[src/rtl/spi_slave_st_fifo.sv]
// SPI slave bridging an external master to Avalon-ST source/sink streams,
// with RX/TX FIFOs, configurable word width, SPI mode and bit order.

module spi_slave_st_fifo_buf #(
  parameter int W     = 8,
  parameter int DEPTH = 4,
  parameter int AW    = $clog2(DEPTH)
) (
  input  logic          clk,
  input  logic          rst_n,
  input  logic          push,
  input  logic [W-1:0]  din,
  input  logic          pop,
  output logic [W-1:0]  dout,
  output logic          full,
  output logic          empty,
  output logic [AW:0]   level
);
  logic [W-1:0] mem [DEPTH];
  logic [AW:0]  wr_ptr, rd_ptr;
  logic         wr_en, rd_en;

  // a push into a full FIFO is fine when the head leaves in the same cycle
  assign wr_en = push & (~full | pop);
  assign rd_en = pop & ~empty;

  always_ff @(posedge clk or negedge rst_n) begin
    if (!rst_n) begin
      wr_ptr <= '0;
      rd_ptr <= '0;
    end else begin
      if (wr_en) wr_ptr <= wr_ptr + (AW+1)'(1);
      if (rd_en) rd_ptr <= rd_ptr + (AW+1)'(1);
    end
  end

  always_ff @(posedge clk) begin
    if (wr_en) mem[wr_ptr[AW-1:0]] <= din;
  end

  assign dout  = mem[rd_ptr[AW-1:0]];
  assign empty = (wr_ptr == rd_ptr);
  assign full  = ((wr_ptr ^ rd_ptr) == {1'b1, {AW{1'b0}}});
  assign level = wr_ptr - rd_ptr;
endmodule

module spi_slave_st_fifo #(
  parameter int DATA_W      = 8,
  parameter int FIFO_DEPTH  = 4,
  parameter int CPOL        = 0,
  parameter int CPHA        = 0,
  parameter int MSB_FIRST   = 1,
  parameter int SYNC_STAGES = 2
) (
  input  logic                          clk_clk,
  input  logic                          reset_reset_n,
  input  logic                          spi_sclk,
  input  logic                          spi_nss,
  input  logic                          spi_mosi,
  output logic                          spi_miso,
  output logic                          spi_miso_oe,
  output logic                          src_valid,
  output logic [DATA_W-1:0]             src_data,
  input  logic                          src_ready,
  input  logic                          sink_valid,
  input  logic [DATA_W-1:0]             sink_data,
  output logic                          sink_ready,
  output logic [$clog2(FIFO_DEPTH):0]   rx_level,
  output logic [$clog2(FIFO_DEPTH):0]   tx_level,
  output logic                          rx_overflow,
  output logic                          tx_underrun,
  input  logic                          clr_status
);
  localparam int CW = $clog2(DATA_W);
  localparam logic [CW-1:0] LAST = CW'(DATA_W-1);
  localparam bit SAMPLE_RISE = ((CPOL ^ CPHA) == 0);

  logic [1:0] rst_pipe;
  logic       rst_n;

  // async assert, sync deassert
  always_ff @(posedge clk_clk or negedge reset_reset_n) begin
    if (!reset_reset_n) rst_pipe <= '0;
    else                rst_pipe <= {rst_pipe[0], 1'b1};
  end
  assign rst_n = rst_pipe[1];

  logic [SYNC_STAGES-1:0] sclk_sync, nss_sync, mosi_sync;
  logic sclk_s, nss_s, mosi_s, sclk_prev, nss_prev;

  always_ff @(posedge clk_clk or negedge rst_n) begin
    if (!rst_n) begin
      sclk_sync <= {SYNC_STAGES{1'(CPOL)}};
      nss_sync  <= '1;
      mosi_sync <= '0;
      sclk_prev <= 1'(CPOL);
      nss_prev  <= 1'b1;
    end else begin
      sclk_sync <= {sclk_sync[SYNC_STAGES-2:0], spi_sclk};
      nss_sync  <= {nss_sync[SYNC_STAGES-2:0], spi_nss};
      mosi_sync <= {mosi_sync[SYNC_STAGES-2:0], spi_mosi};
      sclk_prev <= sclk_s;
      nss_prev  <= nss_s;
    end
  end
  assign sclk_s = sclk_sync[SYNC_STAGES-1];
  assign nss_s  = nss_sync[SYNC_STAGES-1];
  assign mosi_s = mosi_sync[SYNC_STAGES-1];

  logic [CW-1:0]     bit_cnt;
  logic [DATA_W-1:0] rx_shift, tx_shift, rx_next, tx_head;
  logic nss_fall, nss_rise, sclk_rise, sclk_fall, sample_edge, shift_edge;
  logic word_done, tx_load, tx_pop, tx_push, rx_pop, rx_full, tx_full, tx_empty, rx_empty;
  logic overflow_set, underrun_set;

  always_comb begin
    nss_fall  = nss_prev & ~nss_s;
    nss_rise  = ~nss_prev & nss_s;
    sclk_rise = sclk_s & ~sclk_prev;
    sclk_fall = ~sclk_s & sclk_prev;
    // sclk edges coinciding with the nss fall are ignored; nss fall owns that cycle
    sample_edge = ~nss_s & ~nss_fall & (SAMPLE_RISE ? sclk_rise : sclk_fall);
    shift_edge  = ~nss_s & ~nss_fall & (SAMPLE_RISE ? sclk_fall : sclk_rise);
    rx_next = (MSB_FIRST != 0) ? {rx_shift[DATA_W-2:0], mosi_s}
                               : {mosi_s, rx_shift[DATA_W-1:1]};
    word_done    = sample_edge & (bit_cnt == LAST);
    tx_load      = (nss_fall & (CPHA == 0)) | (shift_edge & (bit_cnt == '0));
    tx_pop       = tx_load & ~tx_empty;
    underrun_set = tx_load & tx_empty;
    rx_pop       = src_valid & src_ready;
    overflow_set = word_done & rx_full & ~rx_pop;
    tx_push      = sink_valid & sink_ready;
  end

  always_ff @(posedge clk_clk or negedge rst_n) begin
    if (!rst_n) begin
      bit_cnt  <= '0;
      rx_shift <= '0;
    end else if (nss_rise || nss_fall) begin
      bit_cnt  <= '0;
      rx_shift <= '0;
    end else if (sample_edge) begin
      rx_shift <= rx_next;
      bit_cnt  <= word_done ? '0 : bit_cnt + CW'(1);
    end
  end

  always_ff @(posedge clk_clk or negedge rst_n) begin
    if (!rst_n)
      tx_shift <= '0;
    else if (tx_load)
      tx_shift <= tx_empty ? '0 : tx_head;
    else if (shift_edge)
      tx_shift <= (MSB_FIRST != 0) ? {tx_shift[DATA_W-2:0], 1'b0}
                                   : {1'b0, tx_shift[DATA_W-1:1]};
  end

  // set beats clear so an event in the clearing cycle is not lost
  always_ff @(posedge clk_clk or negedge rst_n) begin
    if (!rst_n) begin
      rx_overflow <= 1'b0;
      tx_underrun <= 1'b0;
    end else begin
      if (overflow_set)    rx_overflow <= 1'b1;
      else if (clr_status) rx_overflow <= 1'b0;
      if (underrun_set)    tx_underrun <= 1'b1;
      else if (clr_status) tx_underrun <= 1'b0;
    end
  end

  spi_slave_st_fifo_buf #(.W(DATA_W), .DEPTH(FIFO_DEPTH)) u_rx (
    .clk(clk_clk), .rst_n(rst_n), .push(word_done), .din(rx_next), .pop(rx_pop),
    .dout(src_data), .full(rx_full), .empty(rx_empty), .level(rx_level)
  );

  spi_slave_st_fifo_buf #(.W(DATA_W), .DEPTH(FIFO_DEPTH)) u_tx (
    .clk(clk_clk), .rst_n(rst_n), .push(tx_push), .din(sink_data), .pop(tx_pop),
    .dout(tx_head), .full(tx_full), .empty(tx_empty), .level(tx_level)
  );

  assign src_valid   = ~rx_empty;
  assign sink_ready  = ~tx_full & rst_n;
  assign spi_miso_oe = ~nss_s;
  assign spi_miso    = (MSB_FIRST != 0) ? tx_shift[DATA_W-1] : tx_shift[0];
endmodule

[config.mk]
export PLATFORM = sky130hd
export DESIGN_NAME = spi_slave_st_fifo
export DESIGN_NICKNAME = d
export VERILOG_FILES = /design/src/rtl/spi_slave_st_fifo.sv
export SDC_FILE = /design/constraint.sdc
export NUM_CORES = 1
export LEC_CHECK = 0
export BUFFER_PORTS_ARGS = -buffer_cell sky130_fd_sc_hd__buf_2
export CORE_UTILIZATION = 52
export CTS_CLUSTER_DIAMETER = 40
export DETAILED_ROUTE_END_ITERATION = 8
export PLACE_DENSITY = 0.68
export SYNTH_ARGS = -nofsm -noshare
export SYNTH_HDL_FRONTEND = slang
export SYNTH_SLANG_ARGS = --single-unit
[constraint.sdc]
create_clock -name clk_clk -period 3.6 [get_ports clk_clk]
set_input_delay 0.18 -clock clk_clk [delete_from_list [all_inputs] [get_ports clk_clk]]
set_output_delay 0.18 -clock clk_clk [all_outputs]
set_load 0.01 [all_outputs]
==> impl_results.md, run 1 <==
- Initial Util: 54.98%
- ANT cells: 0
- Max-cap violations: 0
- Total Nets Final: roughly 350
- Grt total ovfl: 0
- Fin. Hold Viols: 0
- Startpoint types: flip-flop
- Routing usage on met2: 30.76%
- Reg clk slew, reported paths: around 0.090 ns
- Synth-to-Final Area Change: 12.26%
- CTS tree: yes
- Setup TNS: 0 ns
- Initial antenna violation count: 0
- Tcrit/Tclk final: between 60% and 70%
- Seq pwr share: 50.7%
- DR vias/cell: 5.365
- Status: complete, no violations
- Largest net degree at the start of global routing: 41
- Minimum clock period: 2.180 ns
- Clk_skew: between 0.008 and 0.009 ns
- FMAX: about 460 MHz
- Met3 usage in global routing: 3.821%
- Critical path class: flip-flop to output pin
- H-tree depth: 3
- Clock latency at the later pin of the worst-skew pair: 0.37 ns
- Worst-Margin Slew: around 0.65 ns
- Remaining DRCs: 0
- Pins Over Slew Limit: 0
- Worst Setup End Kind: output pin
- Met1 usage: 21.86%
- WP data arrival: about 2.0 ns
- Die height: 93.32 um
- Area leader, netlist: edfxtp_1
- Sequential area share after synthesis: 68.64%
- Core Region: 0.007888 mm^2
- Unique masters post-synth: 36
- Power Density: 659.2 mW/mm^2
- Clk network pwr share: between 20 and 25%
- Ports: 36
- Switch Pwr: 0.9705 mW
- GRT Util Overall: 17.99%
- 1st-iter DRT viols: 90
- Utilization after layout: between 60 and 70%
- Post-CTS sizing: 0
- Syn Nets: 311
- Global-route wire length before repair: roughly 11 mm
- I/O Buffers: 35
- Internal power: between 2 and 2.5 mW
- Post-DRT Antenna Nets: 0
- Yosys warning total: 0
- Setup violations, final: 0
- DRT Pass-1 Iters: 4
- RSZ-0062 raised after global routing: false
- CTS max path bufs: 2
- Hold Crit Class: input port to flip-flop
- HPWL after DPL: 4.894 mm
- Die ar.: 0.008709 mm^2
- Post-CTS Setup Inserts: 0
- CTS Root Cell: clkbuf_8
- Synth area leaders: edfxtp_1 (44%), dfrtp_1 (23%), mux4_2 (8.3%)
- #FFs+latches synth: 106
- Synth Cell Area: 0.004337 mm^2
- GPL Wtd Cong: 0.7615
- Fraction of layout cells with a size suffix above 1: 25.00%
- Syn Inst Count: 274
- Max_slew headroom: 56.35%
- Worst hold slack: 0.02567 ns
- Lkg Pwr: 1.937 nW
- Combinational share of power: 25.1%
- Tot Pwr: 3.209 mW
- Grt peak-use layer: met2
- Cts bufs inserted: 9
- Number of global-route vias before repair: between 2000 and 2500
- CP Data Required Time: 3.42 ns
- Die Wd: a little over 90 um
- VDD IR-drop max: 367.0 uV
- Total wire length: 6.757 mm
- Crit path max fanout: 11
- DR WL/cell: 16.01 um
- Switching part of the total: 30.24%
- Clock sinks: 106
- Share of the synthesized area in the top cell type: 44.32%
- Syn Area/Cell: 15.83 um^2
- Via Count: 2264
- Placement Rows: 32
## Yosys cell counts
library cell,number
ha_1,19
and3_1,4
mux4_2,16
nor3_1,2
and2_2,3
a22o_1,1
a21oi_1,17
and2_4,1
xnor2_1,9
or2_2,1
buf_2,3
nor2_1,3
o21a_1,1
xor2_1,3
and3b_1,2
a32oi_1,1
nor2b_1,1
edfxtp_1,64
inv_1,18
clkbuf_1,6
a21o_1,1
mux2_2,2
fa_1,2
buf_1,1
nand3_1,6
o21ai_0,3
buf_4,1
or3b_1,1
nand2_1,27
dfrtp_1,39
o22ai_1,7
nand3b_1,3
and2_1,1
conb_1,1
o311a_4,1
dfstp_2,3
## logic make-up after synthesis
group | share of synthesized area (%)
xor gates and xnor gates | 2.424
other | 0.08647
DFF | 68.64
muxes | 8.829
buffers and inverters | 2.683
and+or+nand+nor | 6.377
AOI/OAI and AO/OA | 4.559
adders and majority gates | 6.405
## repair_timing
item                                    CTS  global route
endpoints found under the setup margin    0             0
hold buffers                              5             0
hold endpoints to repair                  7             0
## layer usage
| metal | share of wire [%] | vias up | wire length, um |
|---|---|---|---|
| li1 | - | 1074 | - |
| met2 | 52 | 42 | 3499 |
| met4 | 2.2 | 0 | 151 |
| met1 | 43 | 1134 | 2879 |
| met3 | 3.4 | 14 | 227 |
| met5 | 0 | - | 0 |
## worst max-delay path, cell delays in order, from the launching register on
cell     delay (ns)
dfrtp_1        0.63
ha_1           0.34
fa_1           0.38
xnor2_1        0.15
buf_2          0.15
## layout by cell type (no fill, tap or decap), drive strengths merged, types with 6 or more instances in the layout
cell    count
xnor2       9
o22ai       7
edfxtp     64
inv        21
nand3       6
nand2      27
ha         19
clkbuf     10
mux4       16
a21oi      17
buf        36
dfrtp      39
## path summary, 6_finish.rpt
kind | endpoint | depth (start not counted) | from | slack, ns
setup reg to reg | u_tx.mem[3][2] | 4 | u_tx.rd_ptr[0] | 1.51
min in group asynchronous | rst_pipe[0] | 2 | reset_reset_n | 0.12
setup / recovery | rx_level[2] | 4 | u_rx.rd_ptr[0] | 1.42
max in group asynchronous | nss_sync[0] | 1 | rst_pipe[1] | 2.83
hold / removal | u_tx.mem[2][5] | 1 | sink_data[5] | 0.03
hold reg to reg | nss_sync[1] | 0 | nss_sync[0] | 0.35
## power groups by stage
stage / sequential, mW / combinational [mW] / clock, mW
floorplan: 1.55 / 0.690 / 0
global placement: 1.65 / 0.808 / 0
detailed placement: 1.66 / 0.815 / 0
CTS: 1.63 / 0.821 / 0.792
global route: 1.66 / 0.901 / 0.836
finish: 1.63 / 0.807 / 0.776
## flip-flops by register name (all words and copies together), names as in the netlist
signal / count
bit_cnt: 3
mosi_sync: 2
nss_prev: 1
nss_sync: 2
rst_pipe: 2
rx_overflow: 1
rx_shift: 7
sclk_prev: 1
sclk_sync: 2
tx_shift: 8
tx_underrun: 1
u_rx.mem: 32
u_rx.rd_ptr: 3
u_rx.wr_ptr: 3
u_tx.mem: 32
u_tx.rd_ptr: 3
u_tx.wr_ptr: 3
## cell type report
cell class,count,area [um^2]
clock buffer,10,148.9
clock inverter,6,70.07
fill,591,3019
inverter,18,67.56
multi-input combinational,139,1244
sequential,106,2978
tap,102,127.6
timing repair buffer,41,232.7
## per-stage QoR
stage	worst slack [ns]	std cells	area (um^2)
floorplan	1.382	274	4337
global placement	1.545	401	4599
detailed placement	1.486	401	4599
CTS	1.373	422	4868
global route	1.298	422	4868
finish	1.420	422	4868
(Power assumes the default switching activity.)
==> inputs of run 2 (changes only) <==
==> constraint.sdc (replaced) <==
create_clock -name clk_clk -period 2.11 [get_ports clk_clk]
set_input_delay 0.1055 -clock clk_clk [delete_from_list [all_inputs] [get_ports clk_clk]]
set_output_delay 0.1055 -clock clk_clk [all_outputs]
set_load 0.01 [all_outputs]
==> run 2 against run 1 <==
Worst hold slack better by 0.019 ns. Final cell count up 3.6%. Critical path depth up 1. Non-clock buffer count up 15. Critical path type is now flip-flop to flip-flop. Critical endpoint is now u_tx.mem[3][2]. Largest cell class unchanged. Highest routed layer unchanged.
==> impl_results.md, run 2 (synthesized netlist as in run 1, its figures left out) <==
- Status: complete, no violations (unchanged)
- Grt total ovfl: 0 (unchanged)
- Placement Rows: 32 (unchanged)
- GRT Util Overall: 18.27% (was 17.99%)
- Initial Util: 54.98% (unchanged)
- Post-CTS sizing: 0 (unchanged)
- Die height: 93.32 um (unchanged)
- RSZ-0062 raised after global routing: false (unchanged)
- Clock latency at the later pin of the worst-skew pair: 0.36 ns (was 0.37 ns)
- Max_slew headroom: 65.58% (was 56.35%)
- ANT cells: 0 (unchanged)
- Initial antenna violation count: 0 (unchanged)
- CP Data Required Time: 2.13 ns (was 3.42 ns)
- FMAX: roughly 540 MHz
- Tcrit/Tclk final: 88.42%
- Max-cap violations: 0 (unchanged)
- Setup violations, final: 0 (unchanged)
- Setup TNS: 0 ns (unchanged)
- Cts bufs inserted: 9 (unchanged)
- Global-route wire length before repair: 11.58 mm (was 11.46 mm)
- Largest net degree at the start of global routing: 41 (unchanged)
- Startpoint types: flip-flop (unchanged)
- Cts hold-fix bufs: 13 (was 5)
- Hold Crit Class: input port to flip-flop (unchanged)
- Total wire length: 6.860 mm (was 6.757 mm)
- H-tree depth: 3 (unchanged)
- I/O Buffers: 35 (unchanged)
- Core Region: 0.007888 mm^2 (unchanged)
- Worst Setup End Kind: flip-flop (was output pin)
- Most common cell after layout, fill and taps aside: edfxtp_1 (unchanged)
- Total Nets Final: 367 (was 352)
- Post-CTS Setup Inserts: 0 (unchanged)
- HPWL after DPL: 4.803 mm (was 4.894 mm)
- Pins Over Slew Limit: 0 (unchanged)
- Power Density: 1111 mW/mm^2 (was 659.2 mW/mm^2)
- Die Wd: 93.32 um (unchanged)
- Fin. Hold Viols: 0 (unchanged)
- DRT Pass-1 Iters: 4 (unchanged)
- Die ar.: 0.008709 mm^2 (unchanged)
- Post-DRT Antenna Nets: 0 (unchanged)
- Reg clk slew, reported paths: 0.10 ns (was 0.09 ns)
- GPL Wtd Cong: 0.7784 (was 0.7615)
- Synth-to-Final Area Change: 14.89% (was 12.26%)
- Placed cell areas: 0.004652 mm^2 (was 0.004599 mm^2)
- Critical path class: flip-flop to flip-flop (was flip-flop to output pin)
- 1st-iter DRT viols: 101 (was 90)
- Remaining DRCs: 0 (unchanged)
- Utilization after layout: 63.17% (was 61.72%)
- CTS max path bufs: 2 (unchanged)
- Ports: 36 (unchanged)
- Fraction of layout cells with a size suffix above 1: 25.97% (was 25.00%)
- WP data arrival: 1.89 ns (was 2.00 ns)
- Clk_skew: 0.01059 ns (was 0.008245 ns)
- Worst-Margin Slew: 0.5163 ns (was 0.6548 ns)
- Finished Cell Area: 0.004982 mm^2 (was 0.004868 mm^2)
- DR vias/cell: 5.140 (was 5.365)
- CTS tree: yes (unchanged)
- Post-place setup slack: 0.2332 ns (was 1.486 ns)
- Minimum clock period: 1.866 ns
- Fillers: 592 (was 591)
- DR WL/cell: 15.70 um (was 16.01 um)
- CTS Root Cell: clkbuf_8 (unchanged)
- VDD IR-drop max: 722.2 uV (was 367.0 uV)
- Via Count: 2246 (was 2264)
- Crit path max fanout: 9 (was 11)
- Number of global-route vias before repair: 2392 (was 2278)
- Most frequent cells in the layout: edfxtp_1 (64), dfrtp_1 (38), buf_2 (35), nand2_1 (27), ha_1 (19) (unchanged)
- Setup WS post-layout: 0.2443 ns (was 1.420 ns)
- Clock sinks: 106 (unchanged)
- Lkg Pwr: 2.026 nW (was 1.937 nW)
==> run 2: routing by layer <==
layer / global-route usage [%] / part of all wire (%)
met1: 22.12 / 43
met2: 31.74 / 53
met3: 3.415 / 2.2
met4: 8.462 / 1.8
met5: 0 / 0
==> run 2: final timing paths <==
check / startpoint / endpoint / slack (ns) / depth (start not counted)
worst max-delay path: u_tx.wr_ptr[0] / u_tx.mem[3][2] / 0.24 / 5
worst min-delay path: src_ready / u_rx.rd_ptr[2] / 0.04 / 3
worst max register to register: u_tx.wr_ptr[0] / u_tx.mem[3][2] / 0.24 / 5
worst min register to register: sclk_sync[0] / sclk_sync[1] / 0.36 / 0
max in group asynchronous: rst_pipe[1] / nss_sync[0] / 1.35 / 1
min in group asynchronous: reset_reset_n / rst_pipe[1] / 0.06 / 2
==> run 2: critical path, cell delays in order, from the launching register on <==
cell,delay (ns)
dfrtp_1,0.41
inv_1,0.10
ha_1,0.31
nand2_1,0.08
o21a_1,0.18
and3_1,0.45
==> run 2: area by class of cell <==
cell class	count	area, um^2	share of cell area [%]
clock buffer	9	123.9	2.486
inverter	18	67.56	1.356
clock inverter	7	76.32	1.532
sequential	106	2978	59.77
multi-input combinational	139	1244	24.96
timing repair buffer	56	365.4	7.333
tap	102	127.6	2.562
==> run 2: power breakdown <==
group          leakage [nW]  switching [mW]  internal, mW
Sequential             1.11           0.149          2.46
Combinational         0.821           0.855         0.837
Clock                0.0962           0.680         0.556
==> run 2: per-stage QoR <==
step	hold WS (ns)	power (mW)	instances
2_1_floorplan	-0.1901	3.819	274
3_3_place_gp	-0.1064	4.327	408
3_5_place_dp	-0.1073	4.352	408
4_1_cts	0.03740	5.606	437
5_1_grt	0.04692	5.878	437
6_report	0.04473	5.536	437
